$ cat config.mk
export PLATFORM = sky130hd
export DESIGN_NAME = alu_request_arbiter_flat
export DESIGN_NICKNAME = d
export VERILOG_FILES = /design/src/rtl/alu_request_arbiter_if.sv /design/src/rtl/alu_request_arbiter.sv /design/src/flat_wrapper.sv
export SDC_FILE = /design/constraint.sdc
export NUM_CORES = 1
export LEC_CHECK = 0
export ABC_AREA = 1
export CORE_ASPECT_RATIO = 0.8
export CORE_MARGIN = 1
export CORE_UTILIZATION = 49
export DETAILED_ROUTE_END_ITERATION = 10
export GPL_ROUTABILITY_DRIVEN = 0
export GPL_TIMING_DRIVEN = 0
export HOLD_SLACK_MARGIN = 0.03
export PLACE_DENSITY = 0.78
export SYNTH_ARGS = -nofsm -noshare
export SYNTH_HDL_FRONTEND = slang
export SYNTH_SLANG_ARGS = --single-unit
$ cat constraint.sdc
create_clock -name clk -period 2.45 [get_ports clk]
set_input_delay 0.6125 -clock clk [delete_from_list [all_inputs] [get_ports clk]]
set_output_delay 0.6125 -clock clk [all_outputs]
set_load 0.01 [all_outputs]
$ cat src/rtl/alu_request_arbiter_if.sv
// alu_request_arbiter_if: two ALU request ports plus the shared result port
`timescale 1ns/1ps
interface alu_request_arbiter_if #(parameter int WIDTH = 4);
  logic valid_a, ready_a, valid_b, ready_b;
  logic [2:0] opcode_a, opcode_b;
  logic [WIDTH-1:0] first_a, second_a, first_b, second_b;
  logic result_valid, result_ready, result_id, carry, zero, error;
  logic [WIDTH-1:0] result;
  modport master (
    output valid_a, opcode_a, first_a, second_a,
    output valid_b, opcode_b, first_b, second_b, result_ready,
    input  ready_a, ready_b, result_valid, result, result_id, carry, zero, error
  );
  modport slave (
    input  valid_a, opcode_a, first_a, second_a,
    input  valid_b, opcode_b, first_b, second_b, result_ready,
    output ready_a, ready_b, result_valid, result, result_id, carry, zero, error
  );
endinterface

$ cat src/rtl/alu_request_arbiter.sv
// alu_request_arbiter: round-robin sharing of one ALU between two requesters
`timescale 1ns/1ps
module alu_request_arbiter #(parameter int WIDTH = 4) (
  input logic clk,
  input logic rst,
  alu_request_arbiter_if.slave bus
);
  typedef enum logic [1:0] {IDLE, EXEC, DONE} state_t;
  state_t state, state_nxt;
  logic last_grant, grant_b, id_q, carry_c, err_c;
  logic [2:0] op_q;
  logic [WIDTH-1:0] f_q, s_q, res_c;
  logic [WIDTH:0] sum, diff;
  assign grant_b = bus.valid_b && (!bus.valid_a || !last_grant);
  // Ready is gated by rst so it drops the instant reset asserts
  assign bus.ready_a = !rst && state == IDLE && bus.valid_a && !grant_b;
  assign bus.ready_b = !rst && state == IDLE && grant_b;
  assign sum = {1'b0, f_q} + {1'b0, s_q};
  assign diff = {1'b0, f_q} - {1'b0, s_q};
  always_comb begin
    res_c = op_q == 3'd0 ? f_q & s_q :
            op_q == 3'd1 ? f_q | s_q :
            op_q == 3'd2 ? f_q ^ s_q :
            op_q == 3'd3 ? sum[WIDTH-1:0] :
            op_q == 3'd4 ? diff[WIDTH-1:0] :
            op_q == 3'd5 ? ~f_q : '0;
    carry_c = op_q == 3'd3 ? sum[WIDTH] : op_q == 3'd4 ? diff[WIDTH] : 1'b0;
    err_c = op_q[2] & op_q[1];
  end
  always_comb begin
    state_nxt = state;
    if (state == IDLE && (bus.ready_a || bus.ready_b)) state_nxt = EXEC;
    else if (state == EXEC) state_nxt = DONE;
    else if (state == DONE && bus.result_ready) state_nxt = IDLE;
  end
  always_ff @(posedge clk or posedge rst) begin
    if (rst) begin
      state <= IDLE;
      last_grant <= 1'b1;
      id_q <= 1'b0;
      op_q <= '0;
      f_q <= '0;
      s_q <= '0;
      bus.result_valid <= 1'b0;
      bus.result <= '0;
      bus.result_id <= 1'b0;
      bus.carry <= 1'b0;
      bus.zero <= 1'b0;
      bus.error <= 1'b0;
    end else begin
      state <= state_nxt;
      if (bus.ready_a || bus.ready_b) begin
        op_q <= bus.ready_b ? bus.opcode_b : bus.opcode_a;
        f_q <= bus.ready_b ? bus.first_b : bus.first_a;
        s_q <= bus.ready_b ? bus.second_b : bus.second_a;
        id_q <= bus.ready_b;
        last_grant <= bus.ready_b;
      end
      if (state == EXEC) begin
        bus.result_valid <= 1'b1;
        bus.result <= res_c;
        bus.result_id <= id_q;
        bus.carry <= carry_c;
        bus.zero <= res_c == '0;
        bus.error <= err_c;
      end
      if (state == DONE && bus.result_ready) bus.result_valid <= 1'b0;
    end
  end
endmodule

$ cat src/flat_wrapper.sv
// flat-port wrapper written by rule: the top's interface ports become plain ports
module alu_request_arbiter_flat 
#(parameter int WIDTH = 4)
  (clk, rst, bus_valid_a, bus_opcode_a, bus_first_a, bus_second_a, bus_valid_b, bus_opcode_b, bus_first_b, bus_second_b, bus_result_ready, bus_ready_a, bus_ready_b, bus_result_valid, bus_result, bus_result_id, bus_carry, bus_zero, bus_error);
  alu_request_arbiter_if #(.WIDTH(WIDTH)) bus_i ();
  input logic clk;
  input logic rst;
  input wire logic [$bits(bus_i.valid_a)-1:0] bus_valid_a;
  input wire logic [$bits(bus_i.opcode_a)-1:0] bus_opcode_a;
  input wire logic [$bits(bus_i.first_a)-1:0] bus_first_a;
  input wire logic [$bits(bus_i.second_a)-1:0] bus_second_a;
  input wire logic [$bits(bus_i.valid_b)-1:0] bus_valid_b;
  input wire logic [$bits(bus_i.opcode_b)-1:0] bus_opcode_b;
  input wire logic [$bits(bus_i.first_b)-1:0] bus_first_b;
  input wire logic [$bits(bus_i.second_b)-1:0] bus_second_b;
  input wire logic [$bits(bus_i.result_ready)-1:0] bus_result_ready;
  output wire logic [$bits(bus_i.ready_a)-1:0] bus_ready_a;
  output wire logic [$bits(bus_i.ready_b)-1:0] bus_ready_b;
  output wire logic [$bits(bus_i.result_valid)-1:0] bus_result_valid;
  output wire logic [$bits(bus_i.result)-1:0] bus_result;
  output wire logic [$bits(bus_i.result_id)-1:0] bus_result_id;
  output wire logic [$bits(bus_i.carry)-1:0] bus_carry;
  output wire logic [$bits(bus_i.zero)-1:0] bus_zero;
  output wire logic [$bits(bus_i.error)-1:0] bus_error;
  assign bus_i.valid_a = bus_valid_a;
  assign bus_i.opcode_a = bus_opcode_a;
  assign bus_i.first_a = bus_first_a;
  assign bus_i.second_a = bus_second_a;
  assign bus_i.valid_b = bus_valid_b;
  assign bus_i.opcode_b = bus_opcode_b;
  assign bus_i.first_b = bus_first_b;
  assign bus_i.second_b = bus_second_b;
  assign bus_i.result_ready = bus_result_ready;
  assign bus_ready_a = bus_i.ready_a;
  assign bus_ready_b = bus_i.ready_b;
  assign bus_result_valid = bus_i.result_valid;
  assign bus_result = bus_i.result;
  assign bus_result_id = bus_i.result_id;
  assign bus_carry = bus_i.carry;
  assign bus_zero = bus_i.zero;
  assign bus_error = bus_i.error;
  alu_request_arbiter #(.WIDTH(WIDTH)) u_core (.clk(clk), .rst(rst), .bus(bus_i));
endmodule
After elaboration in Yosys (flattened, before gate mapping)
Index checks and enable logic that the tools add are counted.
{ "classes": {"add_sub_neg": 2, "div_mod_pow": 0, "n_lt_le_gt_ge": 0, "reduce_logical": 18, "n_shift": 0, "n_mux": 16, "n_eq_ne": 7, "n_bitwise": 5, "multipliers": 0} }
{ "op_table": {"columns": ["operator", "n"], "rows": [
  ["2-to-1 mux 4 bit", 8],
  ["logical AND 1 bit", 7],
  ["== test 3 x 2 -> 1 bit, second input constant", 2],
  ["== test 3 bit, second input constant", 2],
  ["2-to-1 mux 2 bit", 3],
  ["adder 4 x 4 -> 5 bit", 1],
  ["subtractor 4 x 4 -> 5 bit", 1],
  ["bitwise AND 4 bit", 1],
  ["logical NOT 1 bit", 4],
  ["logical NOT 4 bit", 1],
  ["2-to-1 mux 1 bit", 4],
  ["inverter 4 bit", 1],
  ["bitwise OR 4 bit", 1],
  ["XOR 4 bit", 1],
  ["== test 3 x 1 -> 1 bit, second input constant", 1],
  ["logical NOT 3 bit", 1],
  ["2-to-1 mux 3 bit", 1],
  ["nonzero test 3 bit", 1],
  ["== test 2 x 1 -> 1 bit, second input constant", 1],
  ["== test 2 bit, second input constant", 1],
  ["logical NOT 2 bit", 1],
  ["logical OR 1 bit", 2],
  ["nonzero test 2 bit", 1],
  ["bitwise AND 1 bit", 1]
]} }
{ "word_totals": {"ramBits": 0, "romBits": 0, "wordCells": 60, "latch_bits": 0, "regBits": 24, "memories": 0} }

Logic depth before layout (Yosys ltp)
Gate-level depths: netlist of the first run.
{ "logic_depth": {"ltp_word": 8, "mapped_depth": 13, "mapped_depth_nobuf": 13} }

Worst setup path before layout of the first run
No wires, ideal clock.
{ "synth_timing": {"kind": "register -> register", "from": "reg u_core.s_q[0]", "to": "reg u_core.bus.zero", "setup_slack_ns": 0.630, "path_stages_with_launch": 11, "t_required_ns": 2.385, "setup_ns": 0.065, "arrival_ns": 1.755, "path_cell_list": "dfrtp_1 > ha_1 > fa_1 > or2_2 > nand3_1 > nand3_1 > nor2_1 > nand3_1 > nor2_1 > nand2_1 > nand2_1"} }
{ "synth_between": {"elab_chain_len": 7} }
{ "synth_rtl": {"columns": ["item", "line_no", "text"], "rows": [
  ["start, declared", "alu_request_arbiter.sv:12", "logic [WIDTH-1:0] f_q, s_q, res_c;"],
  ["start signal, assigned", "alu_request_arbiter.sv:55", "s_q <= bus.ready_b ? bus.second_b : bus.second_a;"],
  ["subtractor 4 x 4 -> 5 bit", "alu_request_arbiter.sv:19", "assign diff = {1'b0, f_q} - {1'b0, s_q};"],
  ["2-to-1 mux 4 bit", "alu_request_arbiter.sv:25", "op_q == 3'd4 ? diff[WIDTH-1:0] :"],
  ["2-to-1 mux 4 bit", "alu_request_arbiter.sv:24", "op_q == 3'd3 ? sum[WIDTH-1:0] :"],
  ["2-to-1 mux 4 bit", "alu_request_arbiter.sv:23", "op_q == 3'd2 ? f_q ^ s_q :"],
  ["2-to-1 mux 4 bit", "alu_request_arbiter.sv:22", "op_q == 3'd1 ? f_q | s_q :"],
  ["2-to-1 mux 4 bit (*)", "alu_request_arbiter.sv:21", "res_c = op_q == 3'd0 ? f_q & s_q :"],
  ["logical NOT 4 bit (*)", "alu_request_arbiter.sv:64", "bus.zero <= res_c == '0;"],
  ["end signal, assigned", "alu_request_arbiter.sv:48", "bus.zero <= 1'b0;"],
  ["end signal, assigned", "alu_request_arbiter.sv:64", null],
  ["end, declared", "alu_request_arbiter_if.sv:17", "output ready_a, ready_b, result_valid, result, result_id, carry, zero, error"]
]} }
Mark *: on every way between the ends. The rest lies on a longest branch, timed or not.
A chain may end at the register's enable or synchronous reset.

Worst setup path in the final report of the first run
{ "layout_timing": {"from": "in bus_valid_a", "to": "out bus_ready_a"} }
{ "layout_between": {"elab_chain_len": 5} }
{ "layout_rtl": {"columns": ["item", "line_no", "text"], "rows": [
  ["start, declared", "flat_wrapper.sv:8", "input wire logic [$bits(bus_i.valid_a)-1:0] bus_valid_a;"],
  ["logical NOT 1 bit", "alu_request_arbiter.sv:14", "assign grant_b = bus.valid_b && (!bus.valid_a || !last_grant);"],
  ["logical OR 1 bit", "alu_request_arbiter.sv:14", null],
  ["logical AND 1 bit", "alu_request_arbiter.sv:14", null],
  ["logical NOT 1 bit", "alu_request_arbiter.sv:16", "assign bus.ready_a = !rst && state == IDLE && bus.valid_a && !grant_b;"],
  ["logical AND 1 bit (*)", "alu_request_arbiter.sv:16", null],
  ["end, declared", "flat_wrapper.sv:17", "output wire logic [$bits(bus_i.ready_a)-1:0] bus_ready_a;"]
]} }
Marked as above.

==> flow_summary.toml, run 1 <==
[outcome]
status = "finished, final reports clean"

[global_routing]
gr-total-overflow = 0
antenna_found_initial = 0
grt_pass1_vias = 1402
grt_pass1_wl_um = 6460
met2_usage_pct = 39.9
track_usage_pct = 25.9
grt_max_degree = 25
grt-busiest-layer = "met2"
grt_use_met3_pct = 5.87
grt.met1_usage_pct = 35.1

[timing]
period_minus_slack_ns = 2.37
hold_viol = 0
clock_skew_ns = 0.00508
max_freq_ghz = 0.423
fin_crit_sh_pct = 96.6
finalMaxSlewViolations = 0
tightest_slew_ns = 0.910
setup_tns_ns = 0
timing.hold.ws_ns = 0.484
setup_viol = 0
relSlewSlack_pct = 39.3
rsz0062_at_grt = "no"

[clock_tree]
cts_max_level = 1
postCtsHoldBufs = 0
cts_root_buf = "clkbuf_8"
cts.clk_slew.worst_paths_ns = 0.08
cts_buffer_depth = 2
numCtsBuffers = 3
cts_tree = "built"
clk-insertion-delay-late_ns = 0.27
cts_sinks = 24

[die]
ios = 38
die_area_mm2 = 0.00340
die_w_um = 65.0
die_h_um = 52.4
start_util_pct = 53.8
core_region_area_mm2 = 0.00289
rows = 17

[place]
io_buffers = 37
place_area_mm2 = 0.00197
hpwl_um = 2770
dp_cells = 282

[synth]
yosysWarningCount = 0
synthCells = 207
avgSynthCellArea_um2 = 7.51
ys_async_sr_fraction_pct = 100
yosys-top-cells-count = "42 x nand2_1, 31 x inv_1, 24 x nor2_1"
synth_area_mm2 = 0.00156
synth_edf_count = 0
yosys-top-cells-area = "dfrtp_1 37%, nand2_1 10%, ha_1 9.7%, inv_1 7.5%, nor2_1 5.8%"
synth_top_area_cell = "dfrtp_1"
ys_ff_latch = 24
yosysTopAreaCellShare_pct = 37.0
yosysSeqAreaShare_pct = 38.7
syn_nets = 248
synth_cell_types = 24
synth_top_flop_cell = "dfrtp_1"
yosysMostFrequentCell = "nand2_1"

[power_and_ir_drop]
ir_worst_vdd_mv = 0.313
p_leak_nw = 1.04
p_per_area_mw_per_mm2 = 427

[flow_run]
drv_cap = 0

[critical_path]
cp.arrival_ns = 1.75
crit_required_ns = 1.84
cp-end-kind = "output port"
start_kind = "input pin"
crit_type = "input pin to output port"
cp_max_fo = 2

[final_layout]
instances_no_fill = 290
area_growth_pct = 33.2
final_util_pct = 71.6
fillers = 258
drive_above_1_share_pct = 8.73
antenna_cells = 0
design_area_mm2 = 0.00207
nNetsFinal = 294

[routing]
drt_iter0_markers = 97
first_pass_iters = 4
vias = 1486
drc_errors = 0
routedWlPerCell_um = 12.5
wl_um = 3620
antenna_left = 0
drt-vias-per-instance = 5.12

[hold_path]
hold_class = "register to register"
==> where the power goes <==
| part | switching, W | internal (W) |
|---|---|---|
| clock | 0.000129 | 0.000117 |
| sequential | 0.0000168 | 0.000413 |
| combinational | 0.000115 | 0.0000940 |
| total | 0.000261 | 0.000623 |
==> metrics by stage <==
stage / total power, W / worst slack, ns
2_1_floorplan: 0.000558 / 0.630
3_3_place_gp: 0.000635 / -0.478
3_5_place_dp: 0.000642 / -0.471
4_1_cts: 0.000887 / -0.104
5_1_grt: 0.000935 / 0.0289
6_report: 0.000884 / 0.0834
==> per-layer routing <==
layer  up-vias  wire, um  share of wire, %
li1        759         -                 -
met1       671      1750                48
met5         -         0                 0
met2        52      1630                45
met4         0        57               1.6
met3         4       179               4.9
==> state kept, by name, indices dropped and copies added, names as in the netlist <==
name,cells
u_core.f_q,4
u_core.bus.result,4
u_core.bus.carry,1
u_core.id_q,1
u_core.s_q,4
u_core.state,2
u_core.op_q,3
u_core.last_grant,1
u_core.bus.zero,1
u_core.bus.result_valid,1
u_core.bus.error,1
u_core.bus.result_id,1
==> cell usage in the layout (no fill, tap or decap) <==
master and instances:
nor2_1 24, clkbuf_8 3, nor3_4 1, o21ai_2 1, a31oi_1 2, xor2_1 1
and3_1 1, inv_1 30, nor3_1 3, nor2_4 1, o21ai_0 7, o22ai_1 11
clkbuf_1 1, nor2_2 2, inv_2 3, dlymetal6s2s_1 1, o311ai_0 1, clkdlybuf4s50_1 34
buf_2 3, or2_0 1, fa_1 2, nand4_1 2, clkdlybuf4s15_2 1, or2_2 1
dlygate4sd2_1 1, nand2_1 42, o31ai_1 1, ha_1 12, buf_6 1, dfstp_2 1
nand3_1 14, dfrtp_1 23, a21oi_1 16, buf_4 4
==> kinds of logic after synthesis <==
kind of cell               Yosys count  synth area share (%)
and+or+nand+nor                     92                  25.3
DFF                                 24                  38.7
AOI/OAI and AO/OA                   39                  14.0
xor gates and xnor gates             1                 0.563
adders and majority gates           14                  12.2
buffers and inverters               37                  9.25
==> worst max-delay path, stage by stage <==
cell and delay, ns:
clkdlybuf4s50_1 0.48, inv_1 0.07, o21ai_2 0.17, and3_1 0.17
dlygate4sd2_1 0.26
==> path summary, 6_finish.rpt <==
| check | startpoint | end | slack (ns) | cells after the start |
|---|---|---|---|---|
| worst min-delay path | u_core.bus.error | u_core.bus.error | 0.48 | 2 |
| min in group asynchronous | rst | u_core.state[0] | 0.60 | 2 |
| worst max register to register | u_core.s_q[0] | u_core.bus.zero | 0.40 | 10 |
| worst max-delay path | bus_valid_a | bus_ready_a | 0.08 | 5 |
| worst min register to register | u_core.bus.error | u_core.bus.error | 0.48 | 2 |
| max in group asynchronous | rst | u_core.s_q[1] | 1.29 | 2 |
==> cell type report <==
type	instances	area, um^2	area share [%]
plain buffers	4	26.3	1.27
clock buffers	4	45.0	2.17
inverters	33	124	5.98
multi-input cells	146	825	39.8
flip-flops and latches	24	602	29.0
well taps	38	47.5	2.29
repair buffers	41	403	19.4
==> timing repair <==
item | 4_1_cts | 5_1_grt
gates cloned | 0 | 0
hold endpoints to repair | 0 | 0
resized for setup | 9 | 3
setup endpoints to repair | 2 | 1
buffers inserted | 0 | 4
pin swaps | 1 | 2
Power figures use the tool's default switching activity.
==> run 2, diff against run 1 <==
Settings changed: REMOVE_ABC_BUFFERS set to 1, SETUP_SLACK_MARGIN set to 0.5.
==> flow_summary.toml, run 2 (synthesized netlist as in run 1, its figures left out) <==
[outcome]
status = "finished, final reports clean"

[clock_tree]
cts_max_level = 1
cts_root_buf = "clkbuf_8"
clk-insertion-delay-late_ns = 0.27
cts_sinks = 24
numCtsBuffers = 3
cts_buffer_depth = 2
cts.clk_slew.worst_paths_ns = 0.09
cts_tree = "built"

[critical_path]
start_kind = "register"
crit_type = "register to register"
cp.arrival_ns = 2.12
cp_max_fo = 3
crit_required_ns = 2.67
cp-end-kind = "register"

[global_routing]
gr-total-overflow = 0
grt-busiest-layer = "met2"
met2_usage_pct = 38.2
grt_use_met3_pct = 4.57
grt_pass1_vias = 1332
antenna_found_initial = 0
track_usage_pct = 24.7
grt_pass1_wl_um = 6310
grt_max_degree = 25
grt.met1_usage_pct = 37.2

[die]
die_h_um = 52.4
die_w_um = 65.0
rows = 17
start_util_pct = 53.8
core_region_area_mm2 = 0.00289
ios = 38
die_area_mm2 = 0.00340

[timing]
hold_viol = 0
period_minus_slack_ns = 1.91
finalMaxSlewViolations = 0
clock_skew_ns = 0.00822
fin_crit_sh_pct = 77.8
setup_viol = 0
max_freq_ghz = 0.525
rsz0062_at_grt = "yes"
tightest_slew_ns = 0.906
relSlewSlack_pct = 39.6
timing.hold.ws_ns = 0.485

[final_layout]
reg_top3 = "u_core.bus.result (4), u_core.f_q (4), u_core.s_q (4)"
antenna_cells = 0
area_growth_pct = 37.2
layout_commonest_cell = "nand2_1"
layout_common_cells = "41 x nand2_1, 32 x clkdlybuf4s50_1, 26 x inv_1, 22 x nor2_1, 22 x dfrtp_1"
drive_above_1_share_pct = 16.6
nNetsFinal = 295

[routing]
wl_um = 3900
antenna_left = 0
drc_errors = 0
drt-vias-per-instance = 5.31
vias = 1546
routedWlPerCell_um = 13.4
drt_iter0_markers = 104
first_pass_iters = 4

[power_and_ir_drop]
p_leak_nw = 1.04
power_w = 0.000932
p_per_area_mw_per_mm2 = 437
ir_worst_vdd_mv = 0.341

[hold_path]
hold_class = "register to register"

[place]
hpwl_um = 2780
io_buffers = 37

[flow_run]
drv_cap = 0
run 2: stage by stage:
step                      TNS [ns]  worst slack [ns]  area, um^2  std cells  util (%)
after global routing             0             0.426        2130        291      73.8
after detailed placement     -2.94            -0.515        1950        278      67.5
final                            0             0.544        2130        291      73.8
after CTS                        0             0.516        2050        286      70.8
after global placement       -3.59            -0.538        1950        278      67.5
after floorplan                  0             0.630        1540        203         -
run 2: path summary, 6_finish.rpt:
check	startpoint	slack, ns	depth (start not counted)	end
setup / recovery	u_core.f_q[0]	0.54	13	u_core.bus.zero
hold / removal	u_core.bus.result[2]	0.49	2	u_core.bus.result[2]
setup reg to reg	u_core.f_q[0]	0.54	13	u_core.bus.zero
hold reg to reg	u_core.bus.result[2]	0.49	2	u_core.bus.result[2]
max in group asynchronous	rst	1.30	2	u_core.f_q[1]
min in group asynchronous	rst	0.54	2	u_core.bus.result_valid
run 2: timing repair:
item                       in CTS  in global routing
resized for setup              25                 14
hold buffers                    0                  0
setup endpoints to repair      18                 14
pin swaps                       6                  7
setup buffers                   4                  5
run 2: final cells by class:
class / instances / area, um^2
Sequential cell: 24 / 603
Inverter: 33 / 128
Multi-Input combinational cell: 146 / 873
Timing Repair Buffer: 46 / 428
Tap cell: 38 / 47.5
Clock buffer: 4 / 55.1
Fill cell: 232 / 758
run 2: routing by layer:
metal | wire length (um) | vias up
met3 | 256 | 2
met1 | 1830 | 723
met2 | 1810 | 60
met5 | 0 | -
met4 | 7 | 0
li1 | - | 761
run 2: critical path, stage by stage (launching register included):
cell and delay (ns):
dfrtp_1 0.41, inv_2 0.07, ha_2 0.18, fa_1 0.50, inv_1 0.06, nand3_1 0.10
nand3_2 0.08, nand2_1 0.07, nand2_1 0.05, nand2_2 0.07, nand3_1 0.07, nor2_1 0.09
nand2_1 0.06, nand2_1 0.04
run 2: power by group:
part | internal [W] | switching (W) | total, W | leakage [nW]
sequential | 0.000413 | 0.0000191 | 0.000432 | 0.277
clock | 0.000144 | 0.000129 | 0.000272 | 0.0288
combinational | 0.000105 | 0.000123 | 0.000227 | 0.737
